## src/rtl/bcd_ctrl_pkg.sv

```systemverilog
// bcd_ctrl_pkg: register offsets, bit indices and FSM state type for apb_bcd_ctrl
package bcd_ctrl_pkg;
  localparam logic [7:0] OFF_ARG1   = 8'h00;
  localparam logic [7:0] OFF_ARG2   = 8'h04;
  localparam logic [7:0] OFF_CTRL   = 8'h08;
  localparam logic [7:0] OFF_STATUS = 8'h0C;
  localparam logic [7:0] OFF_RESULT = 8'h10;
  localparam logic [7:0] OFF_IRQEN  = 8'h14;
  localparam int ST_BUSY = 0;
  localparam int ST_DONE = 1;
  localparam int ST_OVF  = 2;
  localparam int ST_ERR  = 3;
  localparam int CTRL_START = 0;
  localparam int CTRL_CLR   = 1;
  typedef enum logic [1:0] {IDLE, LAUNCH, WAITB, RUN} state_t;
endpackage

```

## src/rtl/bcd_digit_check.sv

```systemverilog
// bcd_digit_check: flags whether every nibble of i_arg is a valid BCD digit
// i_arg   operand to inspect
// o_valid 1 when all nibbles are <= 9
import bcd_ctrl_pkg::*;
module bcd_digit_check #(
  parameter int ARG_W = 32
) (
  input  logic [ARG_W-1:0] i_arg,
  output logic             o_valid
);
  always_comb begin
    o_valid = 1'b1;
    for (int i = 0; i < ARG_W / 4; i++)
      if (i_arg[4*i +: 4] > 4'd9) o_valid = 1'b0;
  end
endmodule

```

## src/rtl/apb_bcd_ctrl.sv

```systemverilog
// apb_bcd_ctrl: APB3 register front end that launches and supervises the BCD adder
// clk/resetn            clock, synchronous active-low reset
// psel..pslverr         APB3 slave port, zero wait states
// add_arg1/2, add_start operands and one-cycle launch pulse to the adder
// add_busy/result/ovf   adder handshake and result
// irq                   done interrupt, only when BCD_CTRL_IRQ_EN is defined (else tied 0)
import bcd_ctrl_pkg::*;
module apb_bcd_ctrl #(
  parameter int ARG_W   = 32,
  parameter int ADDR_W  = 5,
  parameter int TIMEOUT = 64
) (
  input  logic              clk,
  input  logic              resetn,
  input  logic              psel,
  input  logic              penable,
  input  logic              pwrite,
  input  logic [ADDR_W-1:0] paddr,
  input  logic [31:0]       pwdata,
  output logic [31:0]       prdata,
  output logic              pready,
  output logic              pslverr,
  output logic [ARG_W-1:0]  add_arg1,
  output logic [ARG_W-1:0]  add_arg2,
  output logic              add_start,
  input  logic              add_busy,
  input  logic [ARG_W-1:0]  add_result,
  input  logic              add_overflow,
  output logic              irq
);
  localparam int CW = $clog2(TIMEOUT + 1);
  state_t           r_state;
  logic [ARG_W-1:0] r_arg1, r_arg2, r_result;
  logic             r_done, r_ovf, r_err, r_start;
  logic [CW-1:0]    r_cnt;
  logic             w_acc, w_wr, w_busy, w_v1, w_v2, w_bad, w_wr_err, w_start, w_clr, w_expire;
  logic             w_hit_arg1, w_hit_arg2, w_hit_ctrl, w_hit_stat, w_hit_res, w_hit_irqen;
  logic [31:0]      w_status, w_irqen_rd;
  bcd_digit_check #(.ARG_W(ARG_W)) u_chk1 (.i_arg(r_arg1), .o_valid(w_v1));
  bcd_digit_check #(.ARG_W(ARG_W)) u_chk2 (.i_arg(r_arg2), .o_valid(w_v2));
  assign w_acc      = psel & penable;
  assign w_wr       = w_acc & pwrite;
  assign w_busy     = r_state != IDLE;
  assign w_hit_arg1 = paddr == ADDR_W'(OFF_ARG1);
  assign w_hit_arg2 = paddr == ADDR_W'(OFF_ARG2);
  assign w_hit_ctrl = paddr == ADDR_W'(OFF_CTRL);
  assign w_hit_stat = paddr == ADDR_W'(OFF_STATUS);
  assign w_hit_res  = paddr == ADDR_W'(OFF_RESULT);
`ifdef BCD_CTRL_IRQ_EN
  logic r_irqen, r_irq;
  assign w_hit_irqen = paddr == ADDR_W'(OFF_IRQEN);
  assign w_irqen_rd  = {31'd0, r_irqen};
  assign irq         = r_irq;
`else
  assign w_hit_irqen = 1'b0;
  assign w_irqen_rd  = '0;
  assign irq         = 1'b0;
`endif
  assign w_bad    = ~(w_hit_arg1 | w_hit_arg2 | w_hit_ctrl | w_hit_stat | w_hit_res | w_hit_irqen);
  // operand and launch writes are rejected while an operation is in flight
  assign w_wr_err = w_wr & w_busy & (w_hit_arg1 | w_hit_arg2 | (w_hit_ctrl & pwdata[CTRL_START]));
  assign w_start  = w_wr & ~w_busy & w_hit_ctrl & pwdata[CTRL_START];
  assign w_clr    = w_wr & w_hit_ctrl & pwdata[CTRL_CLR];
  assign w_expire = r_cnt == CW'(1);
  assign pready   = 1'b1;
  assign pslverr  = w_acc & (w_bad | w_wr_err);
  assign add_arg1 = r_arg1;
  assign add_arg2 = r_arg2;
  assign add_start = r_start;
  always_comb begin
    w_status          = '0;
    w_status[ST_BUSY] = w_busy;
    w_status[ST_DONE] = r_done;
    w_status[ST_OVF]  = r_ovf;
    w_status[ST_ERR]  = r_err;
  end
  assign prdata = w_hit_arg1  ? 32'(r_arg1) :
                  w_hit_arg2  ? 32'(r_arg2) :
                  w_hit_stat  ? w_status :
                  w_hit_res   ? 32'(r_result) :
                  w_hit_irqen ? w_irqen_rd : '0;
  always_ff @(posedge clk) begin
    if (!resetn) begin
      r_state  <= IDLE;
      r_arg1   <= '0;
      r_arg2   <= '0;
      r_result <= '0;
      r_done   <= 1'b0;
      r_ovf    <= 1'b0;
      r_err    <= 1'b0;
      r_start  <= 1'b0;
      r_cnt    <= '0;
`ifdef BCD_CTRL_IRQ_EN
      r_irqen  <= 1'b0;
      r_irq    <= 1'b0;
`endif
    end else begin
      if (w_wr & ~w_busy & w_hit_arg1) r_arg1 <= pwdata[ARG_W-1:0];
      if (w_wr & ~w_busy & w_hit_arg2) r_arg2 <= pwdata[ARG_W-1:0];
`ifdef BCD_CTRL_IRQ_EN
      if (w_wr & w_hit_irqen) r_irqen <= pwdata[0];
      r_irq <= r_irqen & r_done & ~w_clr & ~w_start;
`endif
      // CLR is applied first so a same-cycle completion below overrides it
      if (w_clr) begin
        r_done <= 1'b0;
        r_ovf  <= 1'b0;
        r_err  <= 1'b0;
      end
      r_start <= 1'b0;
      case (r_state)
        IDLE: if (w_start) begin
          if (w_v1 & w_v2) begin
            r_done  <= 1'b0;
            r_ovf   <= 1'b0;
            r_err   <= 1'b0;
            r_start <= 1'b1;
            r_state <= LAUNCH;
          end else begin
            r_err  <= 1'b1;
            r_done <= 1'b1;
          end
        end
        LAUNCH: begin
          r_cnt   <= CW'(TIMEOUT);
          r_state <= WAITB;
        end
        WAITB: if (w_expire) begin
          r_err   <= 1'b1;
          r_done  <= 1'b1;
          r_state <= IDLE;
        end else begin
          r_cnt <= r_cnt - CW'(1);
          if (add_busy) r_state <= RUN;
        end
        RUN: if (!add_busy) begin
          r_result <= add_result;
          r_ovf    <= add_overflow;
          r_done   <= 1'b1;
          r_state  <= IDLE;
        end else if (w_expire) begin
          r_err   <= 1'b1;
          r_done  <= 1'b1;
          r_state <= IDLE;
        end else begin
          r_cnt <= r_cnt - CW'(1);
        end
        default: r_state <= IDLE;
      endcase
    end
  end
endmodule

```

## config.mk

```make
export PLATFORM = sky130hd
export DESIGN_NAME = apb_bcd_ctrl
export DESIGN_NICKNAME = d
export VERILOG_FILES = /design/src/rtl/bcd_ctrl_pkg.sv /design/src/rtl/bcd_digit_check.sv /design/src/rtl/apb_bcd_ctrl.sv
export SDC_FILE = /design/constraint.sdc
export NUM_CORES = 1
export LEC_CHECK = 0
export CAP_MARGIN = 10
export CORE_MARGIN = 2
export CORE_UTILIZATION = 50
export CTS_CLUSTER_SIZE = 16
export DETAILED_ROUTE_END_ITERATION = 7
export PLACE_DENSITY = 0.87
export SYNTH_ARGS = -nofsm -noshare
export SYNTH_HDL_FRONTEND = slang
export SYNTH_SLANG_ARGS = --single-unit
```

## constraint.sdc

```tcl
create_clock -name clk -period 3.2 [get_ports clk]
set_clock_uncertainty 0.05 [all_clocks]
set_input_delay 0.32 -clock clk [delete_from_list [all_inputs] [get_ports clk]]
set_output_delay 0.32 -clock clk [all_outputs]
set_load 0.05 [all_outputs]
```

==> flow_summary.yaml <==
outcome:
  status: "finished, final reports clean"
logic_synthesis:
  synth_top_area_cell: "dfxtp_1"
  yosysTopAreaCellShare_pct: 40.4
  yosys.area_share.xor_xnor_pct: 0.811
  yosysSeqAreaShare_pct: 40.4
  synth_fa_ha_area_share_pct: 1.39
  syn_area_per_cell_um2: 7.80
  synth_fp_nets: 775
  ys_ff_latch: 109
  ys.flop_type: "dfxtp_1"
  muxShareOfSynthArea_pct: 0.208
  synth_cell_types: 55
  synth_top_family_by_area: "compound AO/OA/AOI/OAI gates"
  synthSimpleGateAreaFrac_pct: 24.2
  synth_edf_count: 0
  synth_area_um2: 5400
  yosysWarnings: 0
  ys_top_cells_by_area: "dfxtp_1, nand2_1, a21boi_0"
  syn_inst: 693
  synth_compound_area_share_pct: 26.7
  async_flop_share_pct: 0
detailed_routing:
  antenna_left: 0
  vias_per_cell: 5.85
  routed-via-count: 5740
  first_pass_iters: 5
  drc: 0
  drtIter0Drc: 529
  wirelength_um: 17800
  wl_per_cell_um: 18.1
global_route:
  grt_overflow: 0
  first_global_vias: 5675
  grt_start_max_net_pins: 63
  globalRouteTotalUtil_pct: 30.6
  grt_antenna_before_repair: 0
  grt_pass1_wl_um: 28000
timing:
  fin_setup_tns_ps: 0
  worst_pin_slew_ps: 1070
  period_needed_ps: 2800
  slew_violations: 0
  setup_viol: 0
  rsz0062_at_grt: "false"
  hold_violations: 0
  clock.fmax_mhz: 358
  finalCritPeriodShare_pct: 87.4
  relSlewSlack_pct: 28.5
worst_setup_path:
  critPathLaunchType: "input port"
  crit_type: "input port to output pin"
  crit_required_ps: 2830
  critical_path.max_fanout: 13
  critPathArrivalTime_ps: 2430
  worstSetupEndpointType: "output pin"
place:
  hpwl_um: 12800
  io_buffers: 173
  routabilityCongestion: 0.900
die:
  io_pins: 176
  rows: 37
  coreArea_um2: 10400
  fp.dieW_um: 108
  initial_core_util_pct: 51.9
  die_h_um: 108
  fp.dieArea_um2: 11700
cts:
  postCtsSetupRepairBufs: 0
  clkSinkCount: 109
  htree_num_levels: 3
  cts_tree: "built"
  numCtsBuffers: 9
  cts_buffer_depth: 2
  path_clk_slew_ps: 100
  cts_resized: 0
  clkLatencyLatePin_ps: 370
  cts_hold_buf: 0
  root_buffer: "clkbuf_8"
power_and_ir_drop:
  finalPower_mw: 2.52
  power_leakage_nw: 2.45
  irDropWorstVdd_mv: 0.292
  power_density_nw_per_um2: 337
cells_and_area:
  drive_above_1_share_pct: 14.4
  area_growth_syn_to_layout_pct: 38.5
  antenna_cells: 0
  nets: 923
worst_hold_path:
  hold_path_class: "flop to flop"
flow_run:
  max-cap-violations: 0
-- cells by family (layout without fill, tap and decap cells) --
group | after synthesis | in the layout
other | 2 | 2
flip-flops | 109 | 109
buffers and inverters | 64 | 217
XOR/XNOR | 5 | 5
adder cells (fa/ha/maj) | 6 | 6
multiplexers | 1 | 1
AO/OA/AOI/OAI | 210 | 210
AND/OR/NAND/NOR | 296 | 296
-- layout by cell type (no fill, tap or decap), types with 18 or more instances in the layout --
cell	netlist	routed
dfxtp_1	109	109
nand2_1	211	211
clkdlybuf4s50_1	0	139
nor2_1	18	18
a21oi_2	25	25
buf_12	2	19
buf_4	5	32
a21oi_1	33	33
a21boi_0	33	33
o221ai_1	25	25
a21boi_1	18	18
nand2_2	20	20
o21ai_0	46	46
-- critical path, stage by stage --
cell             delay (ps)
clkdlybuf4s50_1         450
or2_0                   330
nor3_4                  460
buf_4                   310
nand2_1                  70
o21ai_0                 230
buf_4                   250
-- layout make-up --
class	count	area, µm²
repair buffers	191	2020
clock buffers	11	131
well taps	136	170
multi-input cells	520	2900
clock inverters	5	45.0
flip-flops and latches	109	2180
fillers	789	2930
inverters	10	37.5
-- stage by stage --
stage | hold WS [ps] | worst slack (ps) | cell area (µm²) | utilization, % | instances
after floorplan | 387 | 480 | 5400 | - | 693
after global placement | 398 | 520 | 7310 | 70.1 | 966
after detailed placement | 407 | 488 | 7310 | 70.1 | 966
after CTS | 421 | 483 | 7480 | 71.8 | 982
after global routing | 442 | 322 | 7480 | 71.8 | 982
final | 417 | 403 | 7480 | 71.8 | 982
-- report_power, final --
group          internal (mW)  switching [mW]  total (mW)  leakage [nW]
registers               1.37          0.0170        1.39         0.878
logic                  0.169           0.196       0.364          1.48
clock network          0.296           0.477       0.773        0.0860
-- state kept, by name, indices dropped and copies added (netlist names) --
name	cells
r_done	1
r_ovf	1
r_result	32
add_start	1
add_arg2	32
r_state	2
r_err	1
r_cnt	7
add_arg1	32
-- layer usage --
metal / GRT usage (%) / part of all wire, % / vias to the layer above
met5: 0 / 0 / -
met4: 14.0 / 3.7 / 0
met3: 4.34 / 10 / 66
met2: 51.4 / 47 / 351
met1: 38.9 / 39 / 2656
li1: - / - / 2667
-- cells in the mapped netlist (13+ instances only) --
cell type / count
nand2_1: 211
dfxtp_1: 109
o21ai_0: 46
a21boi_0: 33
a21oi_1: 33
clkbuf_1: 29
a21oi_2: 25
o221ai_1: 25
nand2_2: 20
a21boi_1: 18
nor2_1: 18
buf_2: 13
-- path summary, 6_finish.rpt --
path / startpoint / end / slack (ps) / depth (start not counted)
worst max-delay path: paddr[1] / prdata[5] / 400 / 7
worst min-delay path: r_result[22]$_SDFFE_PN0P_ / r_result[22]$_SDFFE_PN0P_ / 420 / 2
worst max register to register: r_state[1]$_SDFFE_PN0P_ / add_arg2[20]$_SDFFE_PN0P_ / 970 / 7
worst min register to register: r_result[22]$_SDFFE_PN0P_ / r_result[22]$_SDFFE_PN0P_ / 420 / 2
No activity file was read; power rests on OpenSTA's default activity.
==> edit, RTL diff (config.mk and constraints unchanged) <==
Encoding of `state_t`: now one-hot (4 bits for 4 states).
--- a/src/rtl/bcd_ctrl_pkg.sv
+++ b/src/rtl/bcd_ctrl_pkg.sv
@@ -13,5 +13,5 @@
   localparam int CTRL_START = 0;
   localparam int CTRL_CLR   = 1;
-  typedef enum logic [1:0] {IDLE, LAUNCH, WAITB, RUN} state_t;
+  typedef enum logic [3:0] {IDLE = 4'b0001, LAUNCH = 4'b0010, WAITB = 4'b0100, RUN = 4'b1000} state_t;
 endpackage
 
Formal check against the unedited RTL: same outputs for any inputs over 4 cycles, from zero or initial values and one cycle with resetn low; so few cycles prove little.
==> edit against the original RTL <==
Count of clock-buffer cells in the layout shrank 1. Global-route usage grew 0.33 points. Routed wire length shrank 1.6%. Via count shrank 0.57%. Worst setup slack lost 0.089 ns. Synthesized area shrank 5.2%. Final area shrank 4.7%. Sequential cell count grew 2. Utilization grew 0.44 points. Cell count grew 2.1%. Power shrank 0.96%.
==> edit: results <==
export IMPL_met2_usage=0.536
export IMPL_num_vias=5707
export IMPL_drt_first_pass_iters=5
export IMPL_use_met1=0.359
export IMPL_synth_area_top_cells="dfxtp_1 43%, nand2_1 17%, a21oi_1 13%"
export IMPL_grt_max_degree=53
export IMPL_synth_common_cells="230 x nand2_1, 129 x a21oi_1, 111 x dfxtp_1, 49 x nor2_1, 49 x o21ai_0"
export IMPL_use_met3=0.0930
export IMPL_syn_num_nets=794
export IMPL_wl_per_cell_um=17.5
export IMPL_layout_drive_gt1_share=0.0874
export IMPL_clk_pin_slew_ns=0.11
export IMPL_drt_iter0_markers=452
export IMPL_antenna_cells=0
export IMPL_dp_hpwl_mm=12.4
export IMPL_placed_cell_area_um2=6930
export IMPL_grt_pass1_wl_mm=27.5
export IMPL_h_tree_depth=3
export IMPL_final_nets=943
export IMPL_antenna_found_initial=0
export IMPL_synth_cell_type_count=46
export IMPL_globalplace_congestion=0.902
export IMPL_ir_worst_vdd_v=0.000269
export IMPL_cts_resized=0
export IMPL_async_flop_share=0
export IMPL_path_max_fanout=10
export IMPL_yosys_warnings=0
export IMPL_status="finished clean"
export IMPL_synth_flop_cell="dfxtp_1"
export IMPL_power_leakage_nw=2.50
export IMPL_grt_pass1_vias=5635
export IMPL_slew_headroom=0.510
export IMPL_grt_usage=0.309
export IMPL_clockBufferDepth=2
export IMPL_hold_path_class="reg -> reg"
export IMPL_ys_seq_area_frac=0.434
export IMPL_ctsRootBufferMaster="clkbuf_8"
export IMPL_cp_arrival_ns=2.52
export IMPL_n_fill_cell=775
## edit: final timing paths
check | start | to | slack, ns | cells past startpoint
worst min register to register | r_result[16] | r_result[16] | 0.41 | 2
worst max-delay path | r_state[0] | pslverr | 0.31 | 6
worst min-delay path | r_result[16] | r_result[16] | 0.41 | 2
worst max register to register | r_state[3] | add_arg1[7] | 0.77 | 6
## edit: worst max-delay path: stages, from the launching register on
cell and delay [ns]:
dfxtp_1 0.55, inv_1 0.18, nor4_1 0.43, a21oi_1 0.09, a2111oi_0 0.53, a211oi_1 0.16
buf_12 0.19
## edit: layout make-up
type | instances | area (µm²) | share of cell area
Inverter | 9 | 35.0 | 0.00491
Multi-Input combinational cell | 542 | 2620 | 0.368
Clock buffer | 10 | 128 | 0.0179
Clock inverter | 6 | 76.3 | 0.0107
Sequential cell | 111 | 2220 | 0.312
Tap cell | 133 | 166 | 0.0233
Timing Repair Buffer | 192 | 1880 | 0.264
## edit: cells by family (layout without fill, tap and decap cells)
group                    count (synthesis)  in the layout  share of synthesized area
multiplexers                             6              6                     0.0117
XOR/XNOR                                 8              8                     0.0137
other                                    2              2                    0.00147
buffers and inverters                   63            217                     0.0574
AO/OA/AOI/OAI                          206            206                      0.221
adder cells (fa/ha/maj)                  2              2                    0.00489
flip-flops                             111            111                      0.434
AND/OR/NAND/NOR                        318            318                      0.256
## edit: through the flow
step	total power, mW	hold WS, ns	std cells	setup slack (ns)	util
finish	2.50	0.413	1003	0.314	0.723
global placement	1.65	0.390	987	0.553	0.702
CTS	2.51	0.409	1003	0.293	0.723
floorplan	1.51	0.369	716	0.612	-
detailed placement	1.65	0.394	987	0.470	0.702
global route	2.57	0.430	1003	0.0133	0.723
## edit: routing by layer
metal  vias up  share of wire
li1       2718              -
met4         0          0.017
met3        29          0.090
met2       294           0.49
met5         -              0
met1      2666           0.40
## edit: power by group
part           internal [mW]  total (mW)  switching, mW
Combinational          0.112       0.236          0.125
Sequential              1.38        1.38        0.00219
Clock                  0.377       0.878          0.501
